<file path="src/rtl/word_break_tx_if.sv">
`default_nettype none
// ============================================================================
//  Module      : word_break_tx_if
//  Description : Word-in / byte-out handshake bundle for word_break_tx.
//                The slave modport is the serialiser. The master modport is
//                the surrounding logic, which acts as both the word producer
//                and the byte consumer.
//  Revision    : 1.0 - initial release
// ============================================================================
interface word_break_tx_if #(
  parameter int WORD_IN_SIZE  = 32,
  parameter int WORD_OUT_SIZE = 8,
  parameter int FIFO_DEPTH    = 2
);
  logic [WORD_IN_SIZE-1:0]       word_in;
  logic                          valid_in;
  logic                          ready_out;
  logic [WORD_OUT_SIZE-1:0]      data_out;
  logic                          valid_out;
  logic                          ready_in;
  logic                          last_o;
  logic [$clog2(FIFO_DEPTH):0]   fifo_count;

  modport master (
    output word_in, valid_in, ready_in,
    input  ready_out, data_out, valid_out, last_o, fifo_count
  );

  modport slave (
    input  word_in, valid_in, ready_in,
    output ready_out, data_out, valid_out, last_o, fifo_count
  );
endinterface
`default_nettype wire

</file>
<file path="src/rtl/word_break_tx.sv">
`default_nettype none
// ============================================================================
//  Module      : word_break_tx
//  Description : Serialises wide words into narrow bytes, most significant
//                byte first. A small word FIFO lets the upstream producer run
//                ahead while the byte link stalls under backpressure.
//  Revision    : 1.0 - initial release
// ============================================================================
module word_break_tx #(
  parameter int WORD_IN_SIZE  = 32,
  parameter int WORD_OUT_SIZE = 8,
  parameter int FIFO_DEPTH    = 2
) (
  input  logic                  clock,
  input  logic                  reset,
  word_break_tx_if.slave        bus
);

  // Number of bytes in each word, and the widths derived from it
  localparam int c_N       = WORD_IN_SIZE / WORD_OUT_SIZE;
  localparam int c_CNT_W   = (c_N > 1) ? $clog2(c_N) : 1;
  localparam int c_PTR_W   = (FIFO_DEPTH > 1) ? $clog2(FIFO_DEPTH) : 1;
  localparam int c_FC_W    = c_PTR_W + 1;
  localparam logic [c_CNT_W-1:0] c_LAST_IDX = c_CNT_W'(c_N - 1);
  localparam logic [c_FC_W-1:0]  c_FULL     = c_FC_W'(FIFO_DEPTH);

  typedef enum logic [0:0] {
    ST_IDLE = 1'b0,
    ST_SEND = 1'b1
  } state_t;

  state_t                    r_state;
  state_t                    w_state_next;

  logic [WORD_IN_SIZE-1:0]   r_mem [FIFO_DEPTH];
  logic [c_PTR_W-1:0]        r_wr_ptr;
  logic [c_PTR_W-1:0]        r_rd_ptr;
  logic [c_FC_W-1:0]         r_count;

  logic [WORD_IN_SIZE-1:0]   r_shift;
  logic [c_CNT_W-1:0]        r_byte_cnt;

  logic                      w_ready;
  logic                      w_push;
  logic                      w_send;
  logic                      w_xfer;
  logic                      w_pop;
  logic                      w_shift;
  logic                      w_fifo_nonempty;
  logic                      w_last_byte;

  // Readiness comes from the registered count only, so a pop in the same
  // cycle never opens a full FIFO for a new word.
  assign w_ready         = (r_count != c_FULL);
  assign w_push          = bus.valid_in && w_ready;
  assign w_send          = (r_state == ST_SEND);
  assign w_xfer          = w_send && bus.ready_in;
  assign w_fifo_nonempty = (r_count != '0);
  assign w_last_byte     = (r_byte_cnt == '0);

  // State register
  always_ff @(posedge clock or posedge reset) begin
    if (reset) begin
      r_state <= ST_IDLE;
    end else begin
      r_state <= w_state_next;
    end
  end

  // Next state plus pop/shift strobes; the final byte of a word and the load
  // of the next queued word share one edge, so there is no bubble between words
  always_comb begin
    w_state_next = r_state;
    w_pop        = 1'b0;
    w_shift      = 1'b0;
    case (r_state)
      ST_IDLE: begin
        if (w_fifo_nonempty) begin
          w_pop        = 1'b1;
          w_state_next = ST_SEND;
        end
      end
      ST_SEND: begin
        if (w_xfer) begin
          if (!w_last_byte) begin
            w_shift = 1'b1;
          end else if (w_fifo_nonempty) begin
            w_pop = 1'b1;
          end else begin
            w_state_next = ST_IDLE;
          end
        end
      end
      default: begin
        w_state_next = ST_IDLE;
      end
    endcase
  end

  // FIFO storage; only written on an accepted word, so an undriven word_in
  // while valid_in is low never enters the datapath
  always_ff @(posedge clock) begin
    if (w_push) begin
      r_mem[r_wr_ptr] <= bus.word_in;
    end
  end

  // FIFO pointers wrap naturally at the power-of-two depth; occupancy tracks
  // push/pop and holds when both happen together
  always_ff @(posedge clock or posedge reset) begin
    if (reset) begin
      r_wr_ptr <= '0;
      r_rd_ptr <= '0;
      r_count  <= '0;
    end else begin
      if (w_push) begin
        r_wr_ptr <= r_wr_ptr + 1'b1;
      end
      if (w_pop) begin
        r_rd_ptr <= r_rd_ptr + 1'b1;
      end
      case ({w_push, w_pop})
        2'b10:   r_count <= r_count + 1'b1;
        2'b01:   r_count <= r_count - 1'b1;
        default: r_count <= r_count;
      endcase
    end
  end

  // Shift register and byte counter: load a popped word, or move the next
  // byte up to the top once the current one has been taken
  always_ff @(posedge clock or posedge reset) begin
    if (reset) begin
      r_shift    <= '0;
      r_byte_cnt <= '0;
    end else if (w_pop) begin
      r_shift    <= r_mem[r_rd_ptr];
      r_byte_cnt <= c_LAST_IDX;
    end else if (w_shift) begin
      r_shift    <= {r_shift[WORD_IN_SIZE-WORD_OUT_SIZE-1:0], {WORD_OUT_SIZE{1'b0}}};
      r_byte_cnt <= r_byte_cnt - 1'b1;
    end
  end

  // Byte outputs are forced to zero outside SEND so stale data never leaks
  assign bus.ready_out  = w_ready;
  assign bus.valid_out  = w_send;
  assign bus.data_out   = w_send ? r_shift[WORD_IN_SIZE-1 -: WORD_OUT_SIZE] : '0;
  assign bus.last_o     = w_send && w_last_byte;
  assign bus.fifo_count = r_count;

endmodule
`default_nettype wire

</file>
<file path="src/flat_wrapper.sv">
// flat-port wrapper written by rule: the top's interface ports become plain ports
module word_break_tx_flat 
#(
  parameter int WORD_IN_SIZE  = 32,
  parameter int WORD_OUT_SIZE = 8,
  parameter int FIFO_DEPTH    = 2
)
  (clock, reset, bus_word_in, bus_valid_in, bus_ready_in, bus_ready_out, bus_data_out, bus_valid_out, bus_last_o, bus_fifo_count);
  word_break_tx_if #(.WORD_IN_SIZE(WORD_IN_SIZE), .WORD_OUT_SIZE(WORD_OUT_SIZE), .FIFO_DEPTH(FIFO_DEPTH)) bus_i ();
  input  logic clock;
  input  logic reset;
  input wire logic [$bits(bus_i.word_in)-1:0] bus_word_in;
  input wire logic [$bits(bus_i.valid_in)-1:0] bus_valid_in;
  input wire logic [$bits(bus_i.ready_in)-1:0] bus_ready_in;
  output wire logic [$bits(bus_i.ready_out)-1:0] bus_ready_out;
  output wire logic [$bits(bus_i.data_out)-1:0] bus_data_out;
  output wire logic [$bits(bus_i.valid_out)-1:0] bus_valid_out;
  output wire logic [$bits(bus_i.last_o)-1:0] bus_last_o;
  output wire logic [$bits(bus_i.fifo_count)-1:0] bus_fifo_count;
  assign bus_i.word_in = bus_word_in;
  assign bus_i.valid_in = bus_valid_in;
  assign bus_i.ready_in = bus_ready_in;
  assign bus_ready_out = bus_i.ready_out;
  assign bus_data_out = bus_i.data_out;
  assign bus_valid_out = bus_i.valid_out;
  assign bus_last_o = bus_i.last_o;
  assign bus_fifo_count = bus_i.fifo_count;
  word_break_tx #(.WORD_IN_SIZE(WORD_IN_SIZE), .WORD_OUT_SIZE(WORD_OUT_SIZE), .FIFO_DEPTH(FIFO_DEPTH)) u_core (.clock(clock), .reset(reset), .bus(bus_i));
endmodule
</file>
<file path="config.mk">
export PLATFORM = sky130hd
export DESIGN_NAME = word_break_tx_flat
export DESIGN_NICKNAME = d
export VERILOG_FILES = /design/src/rtl/word_break_tx_if.sv /design/src/rtl/word_break_tx.sv /design/src/flat_wrapper.sv
export SDC_FILE = /design/constraint.sdc
export NUM_CORES = 1
export LEC_CHECK = 0
export BUFFER_PORTS_ARGS = -buffer_cell sky130_fd_sc_hd__buf_2
export CAP_MARGIN = 20
export CORE_MARGIN = 2
export CORE_UTILIZATION = 57
export DETAILED_ROUTE_END_ITERATION = 10
export PLACE_DENSITY_LB_ADDON = 0.12
export SLEW_MARGIN = 5
export SYNTH_ARGS = -nofsm -noshare
export SYNTH_HDL_FRONTEND = slang
export SYNTH_SLANG_ARGS = --single-unit
</file>
<file path="constraint.sdc">
create_clock -name clock -period 2.88 [get_ports clock]
set_input_delay 0.432 -clock clock [delete_from_list [all_inputs] [get_ports clock]]
set_output_delay 0.432 -clock clock [all_outputs]
set_load 0.005 [all_outputs]
</file>
==> results.cfg <==
[clocking]
root_buffer = clkbuf_8
cts_tree = yes
cts_setup_buffers = 0
cts-hold-fix-buffers = 0
htreeDepth = 3
cts_resized = 0
cts.sinks = 103
clkTransAtPathRegs_ps = 90
insertion_delay_ps = 350
cts_made_buffers = 9
clock_path_buffers = 2

[floorplan]
core_sq_um = 7140
dieArea_sq_um = 7940
die_w_um = 89.1
ios = 49
die_h_um = 89.1
fp-row-count = 31
start_util = 0.579

[routing]
wl_mm = 6.73
drc = 0
ant_nets = 0
wl_per_cell_um = 16.7
num_vias = 2187
viasPerCell = 5.41
drt_iter0_drc = 145
drtPass1Iterations = 4

[placement]
hpwl_mm = 4.44
port_buffers = 48
routabilityCongestion = 0.766

[timing]
relSlewSlack = 0.459
min_period_ps = 1960
rsz0062_at_grt = false
finalCritPeriodShare = 0.680
fin_setup_tns_ps = 0
worst-slew-pin-transition_ps = 810
max_freq_ghz = 0.510
drv_slew = 0
hold_viol = 0
setup_violations = 0
final.setup_skew_ps = 8.15
holdWs_ps = 227

[synthesis]
muxShareOfSynthArea = 0.150
synth_top_family_by_area = multiplexers
syn_area_per_cell_sq_um = 16.7
synth-compound-area-share = 0.0439
ys_seq_area_frac = 0.702
syn_inst = 248
yosys_warnings = 0
yosys.area_share.xor_xnor = 0.0127
synth_fa_ha_area_frac = 0.00606
synth_area_sq_um = 4130
ys_types = 25
ys_seq_elements = 103
syn_nets = 286
synth_simple_gate_area_frac = 0.0545

[global_routing]
grt-ovfl-total = 0
grt_max_degree = 33
antenna_found_initial = 0
grt_pass1_wl_mm = 10.8
grtUsageTotal = 0.187
grt_pass1_vias = 2176

[power]
power.leakage_uw = 0.00194
irDropWorstVdd_uv = 498
p_clk_frac = 0.199
netSwitchingFraction = 0.308
p_per_area_nw_per_um2 = 1000
seqPwrFrac = 0.506
p_switching_uw = 1430
p_int_uw = 3210
combPwrFrac = 0.295

[cells_and_area]
finalCoreUtilization = 0.650
drive_above_1_share = 0.279
fillers = 565
antenna_cells_inserted = 0
fin_nets = 338
area_growth_pct = 12.3

[worst_setup_path]
startpoint_type = flip-flop
r2r-start = u_core.r_byte_cnt[0]
worstPathCellList = inv_1, ha_1, nand3b_1, o21a_4, a221o_2
end_kind = flip-flop
rrSetupSlack_ps = 920
worst-path-stages = 5
reg2regPathDepth = 5
startpoint = u_core.r_byte_cnt[0]
r2r_end = u_core.r_shift[24]
required_ps = 3120
slowest_stage = nand3b_1
cpPeakStageDelay_ps = 490
critPathMaxFanout = 13
critical_path_arrival_ps = 2200
critPathBufInv = 1
crit_family = compound AO/OA/AOI/OAI gates
crit_end = u_core.r_shift[24]
critical_path_class = flip-flop to flip-flop

[hold_path]
holdCritPathClass = input port to async pin

[run]
maxCapViolCount = 0

[status]
outcome = completed
-- layout make-up --
class	instances	area (sq um)	share of cell area
clock buffers	11	131	0.0283
inverters	3	11.3	0.00243
multi-input cells	128	1110	0.239
clock inverters	5	72.6	0.0156
well taps	99	124	0.0267
repair buffers	55	293	0.0631
flip-flops and latches	103	2900	0.625
-- Yosys cell counts --
master	instances	area, sq um
a211o_1	1	8.76
a21boi_4	1	18.8
a221o_1	10	100
a221o_2	3	33.8
and2_2	9	67.6
and3_1	1	6.26
and3b_1	1	8.76
buf_2	3	15.0
buf_4	6	45.0
buf_6	5	56.3
dfrtp_1	39	976
edfxtp_1	64	1920
ha_1	2	25.0
inv_1	3	11.3
mux2i_1	62	621
nand2_1	9	33.8
nand2b_1	2	12.5
nand3b_1	1	7.51
nor2_1	3	11.3
nor2_2	2	12.5
nor3_1	13	65.1
o21a_4	1	15.0
o21ai_0	1	5.00
xnor2_1	4	35.0
xor2_1	2	17.5
-- worst register-to-register path, stage by stage (launching register included) --
cell and delay [ps]:
dfrtp_1 370, inv_1 50, ha_1 250, nand3b_1 490
o21a_4 340, a221o_2 340
-- worst min path at each step --
stage / start / end / slack [ps] / cells past startpoint
floorplan: u_core.r_byte_cnt[1] / u_core.r_byte_cnt[1] / 460 / 1
global placement: u_core.r_byte_cnt[1] / u_core.r_byte_cnt[1] / 470 / 1
detailed placement: u_core.r_byte_cnt[1] / u_core.r_byte_cnt[1] / 480 / 1
CTS: reset / u_core.r_shift[9] / 240 / 2
global route: bus_word_in[29] / u_core.r_mem[0][29] / 240 / 1
finish: reset / u_core.r_shift[1] / 230 / 2
-- power by group through the flow --
stage / Clock [uW] / Combinational, uW / Sequential [uW]
detailed placement: 0 / 1390 / 2380
CTS: 951 / 1400 / 2350
finish: 923 / 1370 / 2340
floorplan: 0 / 1190 / 2230
global placement: 0 / 1350 / 2370
global route: 1000 / 1520 / 2400
-- stage by stage --
| stage | instances | total power, uW | area, sq um | setup WS [ps] |
|---|---|---|---|---|
| floorplan | 248 | 3420 | 4130 | 386 |
| global placement | 388 | 3720 | 4430 | 974 |
| detailed placement | 388 | 3770 | 4430 | 948 |
| CTS | 404 | 4700 | 4640 | 916 |
| global route | 404 | 4930 | 4640 | 770 |
| finish | 404 | 4640 | 4640 | 921 |
-- layout by cell type, fill, tap and decap left out, drive strengths merged --
master and n:
edfxtp 64, mux2i 62, buf 55, dfrtp 39, nor3 13, a221o 13, clkbuf 11, nand2 9
and2 9, nor2 5, xnor2 4, inv 3, clkinv 3, nand2b 2, xor2 2, ha 2
bufinv 2, and3b 1, a21boi 1, nand3b 1, o21a 1, o21ai 1, a211o 1, and3 1
-- cells by family after synthesis --
group | count (synthesis)
compound gates | 17
simple gates | 41
mux | 62
fa+ha+maj | 2
flops | 103
xor+xnor | 6
buf+inv | 17
-- metal layers --
| layer | wire (um) | global-route usage | vias up | share of wire |
|---|---|---|---|---|
| met1 | 3060 | 0.256 | 1093 | 0.45 |
| li1 | - | - | 1038 | - |
| met5 | 0 | 0 | - | 0 |
| met3 | 224 | 0.0360 | 9 | 0.033 |
| met2 | 3310 | 0.292 | 47 | 0.49 |
| met4 | 130 | 0.0855 | 0 | 0.019 |
-- registers in the layout, indices dropped and copies added, names as in the netlist --
register               flops
u_core.r_shift            32
u_core.r_byte_cnt          2
u_core.r_mem              64
u_core.r_rd_ptr            1
u_core.bus.fifo_count      2
u_core.r_wr_ptr            1
u_core.bus.valid_out       1
Power figures use the tool's default switching activity.
